File: src/rtl/uart_pkg.sv
// uart_pkg: shared definitions for the UART transmitter and receiver.
//   uart_tx_state_t             - frame sequencing states (IDLE, START, DATA, STOP)
//   UART_CLKS_PER_BIT_DEFAULT   - clocks per bit for 25 MHz / 115200 baud
package uart_pkg;

    typedef enum logic [1:0] {
        IDLE  = 2'd0,
        START = 2'd1,
        DATA  = 2'd2,
        STOP  = 2'd3
    } uart_tx_state_t;

    localparam int UART_CLKS_PER_BIT_DEFAULT = 217;

endpackage : uart_pkg

File: src/rtl/uart_tx.sv
// uart_tx: transmit-only 8N1 UART serializer with a fixed clocks-per-bit divider.
//
// Ports:
//   clk        in   system clock, rising edge
//   rst        in   synchronous active-high reset
//   tx_start   in   request to send tx_data; honoured only while idle
//   tx_data    in   byte to send, captured on the accepting edge
//   tx_active  out  high while a frame is in flight
//   tx_serial  out  serial line, idles high
//   tx_done    out  one-cycle pulse on the edge that ends the stop bit
//   dbg_state  out  current FSM state, for observation only
//
// Handshake: tx_start is a level sampled every cycle; a request is accepted
// on any rising edge where the block is idle and tx_start=1. Requests made
// while a frame is in flight are dropped, not queued. Waiting for
// tx_active=0 before raising tx_start is sufficient.
//
// All outputs come straight from flops; there is no combinational path from
// any input to any output.
module uart_tx
    import uart_pkg::*;
#(
    parameter int CLKS_PER_BIT = UART_CLKS_PER_BIT_DEFAULT
) (
    input  logic           clk,
    input  logic           rst,
    input  logic           tx_start,
    input  logic [7:0]     tx_data,
    output logic           tx_active,
    output logic           tx_serial,
    output logic           tx_done,
    output uart_tx_state_t dbg_state
);

    // Counter must still be at least one bit wide when CLKS_PER_BIT is 2
    // (or an out-of-range 1).
    localparam int CNT_W = (CLKS_PER_BIT > 1) ? $clog2(CLKS_PER_BIT) : 1;
    localparam logic [CNT_W-1:0] CNT_LAST = CNT_W'(CLKS_PER_BIT - 1);

    uart_tx_state_t   state_q, state_d;
    logic [CNT_W-1:0] cnt_q, cnt_d;
    logic [2:0]       idx_q, idx_d;
    logic [7:0]       shift_q, shift_d;
    logic             serial_q, serial_d;
    logic             active_q, active_d;
    logic             done_q, done_d;

    logic             bit_last;
    logic [2:0]       idx_inc;

    assign bit_last = (cnt_q == CNT_LAST);
    assign idx_inc  = idx_q + 3'd1;

    always_comb begin
        state_d  = state_q;
        cnt_d    = cnt_q;
        idx_d    = idx_q;
        shift_d  = shift_q;
        serial_d = serial_q;
        active_d = active_q;
        done_d   = 1'b0;

        case (state_q)
            IDLE: begin
                serial_d = 1'b1;
                active_d = 1'b0;
                if (tx_start) begin
                    shift_d  = tx_data;
                    cnt_d    = '0;
                    idx_d    = '0;
                    serial_d = 1'b0;   // start bit appears on the accepting edge
                    active_d = 1'b1;
                    state_d  = START;
                end
            end

            START: begin
                if (bit_last) begin
                    cnt_d    = '0;
                    idx_d    = '0;
                    serial_d = shift_q[0];
                    state_d  = DATA;
                end else begin
                    cnt_d = cnt_q + CNT_W'(1);
                end
            end

            DATA: begin
                if (bit_last) begin
                    cnt_d = '0;
                    if (idx_q == 3'd7) begin
                        serial_d = 1'b1;
                        state_d  = STOP;
                    end else begin
                        // The next bit is presented on the same edge that
                        // advances the index, so look one position ahead.
                        idx_d    = idx_inc;
                        serial_d = shift_q[idx_inc];
                    end
                end else begin
                    cnt_d = cnt_q + CNT_W'(1);
                end
            end

            STOP: begin
                if (bit_last) begin
                    cnt_d    = '0;
                    serial_d = 1'b1;
                    active_d = 1'b0;
                    done_d   = 1'b1;
                    state_d  = IDLE;
                end else begin
                    cnt_d = cnt_q + CNT_W'(1);
                end
            end

            default: begin
                state_d  = IDLE;
                serial_d = 1'b1;
                active_d = 1'b0;
            end
        endcase
    end

    always_ff @(posedge clk) begin
        if (rst) begin
            state_q  <= IDLE;
            cnt_q    <= '0;
            idx_q    <= '0;
            shift_q  <= '0;
            serial_q <= 1'b1;
            active_q <= 1'b0;
            done_q   <= 1'b0;
        end else begin
            state_q  <= state_d;
            cnt_q    <= cnt_d;
            idx_q    <= idx_d;
            shift_q  <= shift_d;
            serial_q <= serial_d;
            active_q <= active_d;
            done_q   <= done_d;
        end
    end

    assign tx_active = active_q;
    assign tx_serial = serial_q;
    assign tx_done   = done_q;
    assign dbg_state = state_q;

endmodule : uart_tx

File: config.mk
export PLATFORM = sky130hd
export DESIGN_NAME = uart_tx
export DESIGN_NICKNAME = d
export VERILOG_FILES = /design/src/rtl/uart_pkg.sv /design/src/rtl/uart_tx.sv
export SDC_FILE = /design/constraint.sdc
export NUM_CORES = 1
export LEC_CHECK = 0
export CAP_MARGIN = 5
export CORE_ASPECT_RATIO = 1.4
export CORE_MARGIN = 10
export CORE_UTILIZATION = 25
export CTS_CLUSTER_SIZE = 12
export DETAILED_ROUTE_END_ITERATION = 10
export HOLD_SLACK_MARGIN = 0.05
export SLEW_MARGIN = 10
export SYNTH_ARGS = -nofsm -noshare
export SYNTH_HDL_FRONTEND = slang
export SYNTH_SLANG_ARGS = --single-unit
File: constraint.sdc
create_clock -name clk -period 2 [get_ports clk]
set_input_delay 0.6 -clock clk [delete_from_list [all_inputs] [get_ports clk]]
set_output_delay 0.6 -clock clk [all_outputs]
set_load 0.03 [all_outputs]
==> metrics.txt <==
DRC 0; Max Freq 513.1 MHz; share of cells above drive strength 1 11.45%; PnR worst setup slack 50.94 ps; Post-Route WL 2874 um; Adder-Cell Fraction of Synth Area 7.851%; via density per instance 4.865; Layout fillers 542; Worst Path Max Fanout 4; Reg area 480.5 um^2; final net count 186; CP endpoint kind output port; pre-CTS setup slack -49.42 ps; Lkg Pwr 0.5656 nW; CORE AREA 4880 um^2; largest family of logic cells by synthesized area compound AO/OA/AOI/OAI gates; post-DP HPWL 2254 um; synth unique cells 36; Buffers on Ports 15; Rows 30; Post-Syn Area 1275 um^2; hold_buf cts 0; met1 WL 1270 um; Hold Fails Final Rpt 0; fin crit period 1949 ps; Synth Register Bits 24; worst-margin pin slew 498.0 ps; CP required 1400 ps; Ys Warns 0; global-route wire length before repair 4809 um; all-layer global routing usage 7.032%; data arrival time of the critical path 1350 ps; Slew Viols, Final 0; H-tree lvl count 1; clk slew on worst S/H paths 90 ps; Slew Limit Headroom 66.73%; Post-Synthesis Cells 148; Ports 16; clock buffer depth 2; Crit Path Class flop to output port; Via Count 1119; Die Width 80.36 um; footprint of the multi-input gates 729.5 um^2; Peak VDD IR 0.0005631 V; area delta synth->final 25.61%; number of global-route vias before repair 1065; slowest stage cell, crit path clkdlybuf4s50_1; routed wl met3 75 um; Setup Skew 4.087 ps; initial drt markers 40; CTS tree yes; startpoint class of the critical path flop; overall power 1.770 mW; RSZ-0062 raised after global routing no; sequential-to-total area share from yosys stat 37.68%; wire per inst 12.50 um; Worst Hold Class flop to flop; total iterations of the first detailed-routing run 6; Final Wtd Congestion 0.7449; clock latency on the worst-skew pair 270 ps; Initial Util 26.13%; total gr overflow 0; die footprint 8397 um^2; largest net degree at the start of global routing 17; Root Buffer clkbuf_8; mux contribution to synthesized area 3.337%; Post-DRT Antenna Nets 0; setup violators final 0; die height 104.5 um; fin crit share 97.45%; cell family with most CP delay buffers and inverters; outcome finished clean; top sig layer met4; slowest stage delay, CP 700 ps; metal2 WL 1464 um; max-cap viol count 0; Ant. Diodes 0; Buf/Inv on CP 1; xor and xnor area share after synthesis 0%; Synth Area per Inst 8.615 um^2; Sink Count 24; PwrDens 1105 nW/um^2; crit-path cells clkdlybuf4s50_1; syn_nets 167; Simple-Gate Fraction of Synth Area 22.87%; clock buffer count from CTS 3; initial antenna violation count 0; post-synthesis compound-gate area fraction 22.96%
## flip-flops by register name (all words and copies together) (netlist names)
name,count
idx_q,3
cnt_q,8
shift_q,8
tx_done,1
tx_active,1
tx_serial,1
dbg_state,2
## area by class of cell
type / instances / area share [%]
Tap cell: 64 / 5.000
Multi-Input combinational cell: 110 / 45.55
Sequential cell: 24 / 30.00
Clock inverter: 1 / 1.875
Inverter: 5 / 1.172
Timing Repair Buffer: 23 / 13.83
Clock buffer: 3 / 2.578
## cells in the mapped netlist (all sizes together)
| master | count | area [um^2] |
|---|---|---|
| dfxtp | 24 | 480.5 |
| nand2 | 23 | 86.33 |
| a21oi | 16 | 87.59 |
| nor2 | 11 | 41.29 |
| ha | 8 | 100.1 |
| a311oi | 7 | 61.31 |
| clkbuf | 7 | 26.28 |
| inv | 5 | 18.77 |
| a22oi | 4 | 30.03 |
| a41oi | 4 | 35.03 |
| nor3 | 4 | 20.02 |
| nor2b | 3 | 18.77 |
| o21ai | 3 | 15.01 |
| a31oi | 2 | 12.51 |
| and2 | 2 | 15.02 |
| buf | 2 | 22.52 |
| mux2i | 2 | 20.02 |
| nand2b | 2 | 12.51 |
| nand3 | 2 | 10.01 |
| nand3b | 2 | 15.01 |
| nand4 | 2 | 12.51 |
| nor3b | 2 | 26.28 |
| a211oi | 1 | 7.510 |
| a21boi | 1 | 7.510 |
| a311o | 1 | 10.01 |
| and3 | 1 | 6.260 |
| and4 | 1 | 11.26 |
| mux4 | 1 | 22.52 |
| o2111ai | 1 | 8.760 |
| o311a | 1 | 10.01 |
| o31ai | 1 | 7.510 |
| or3 | 1 | 6.260 |
| or4b | 1 | 10.01 |
## timing repair
item	CTS	global route
gates cloned	0	0
resized for setup	1	1
setup buffers	0	0
endpoints found under the setup margin	1	3
## path summary, 6_finish.rpt
path | cells after the start | from | to | slack [ps]
max | 1 | dbg_state[0] | dbg_state[0] | 50
max reg2reg | 6 | dbg_state[0] | dbg_state[1] | 220
min reg2reg | 2 | shift_q[1] | shift_q[1] | 460
min | 2 | shift_q[1] | shift_q[1] | 460
## metrics by stage
stage               utilization, %  cell area [um^2]  instances  hold WS, ps  setup TNS, ps
CTS                          32.77              1599        230        457.7              0
global placement             31.33              1529        226        441.2         -11.26
global route                 32.82              1602        230        477.1              0
detailed placement           31.33              1529        226        444.8         -113.2
finish                       32.82              1602        230        456.6              0
floorplan                        -              1275        148        433.1              0
## report_power, final
| group | leakage (nW) | internal [mW] | switching [mW] |
|---|---|---|---|
| registers | 0.196 | 0.549 | 0.0479 |
| logic | 0.334 | 0.296 | 0.442 |
| clock network | 0.0357 | 0.268 | 0.167 |
## placed cells by master, fill, tap and decap left out, types with 2 or more instances in the layout
master           synthesis  final
nand3_1                  2      2
a21oi_1                 14     14
ha_1                     8      8
nand2b_1                 2      2
mux2i_1                  2      2
clkbuf_8                 0      3
inv_1                    5      5
nor3_1                   4      4
a31oi_1                  2      2
nand4_1                  2      2
nor2_1                  11     10
a41oi_1                  4      4
clkdlybuf4s50_1          0     14
o21ai_0                  3      3
nand2_1                 23     23
a22oi_1                  4      4
nand3b_1                 2      2
a311oi_1                 7      7
nor2b_1                  3      3
buf_4                    0      7
a21oi_2                  2      2
dfxtp_1                 24     24
## routing by layer
layer	vias up	track usage, %
met3	6	1.384
met1	521	8.046
li1	578	-
met5	-	0
met2	14	11.65
met4	0	3.788
## logic make-up (layout without fill, tap and decap cells)
| logic type | count (synthesis) | in the layout |
|---|---|---|
| adders and majority gates | 8 | 8 |
| buffers and inverters | 14 | 32 |
| AOI/OAI and AO/OA | 42 | 42 |
| DFF | 24 | 24 |
| and+or+nand+nor | 57 | 57 |
| muxes | 3 | 3 |
Power figures use the tool's default switching activity.
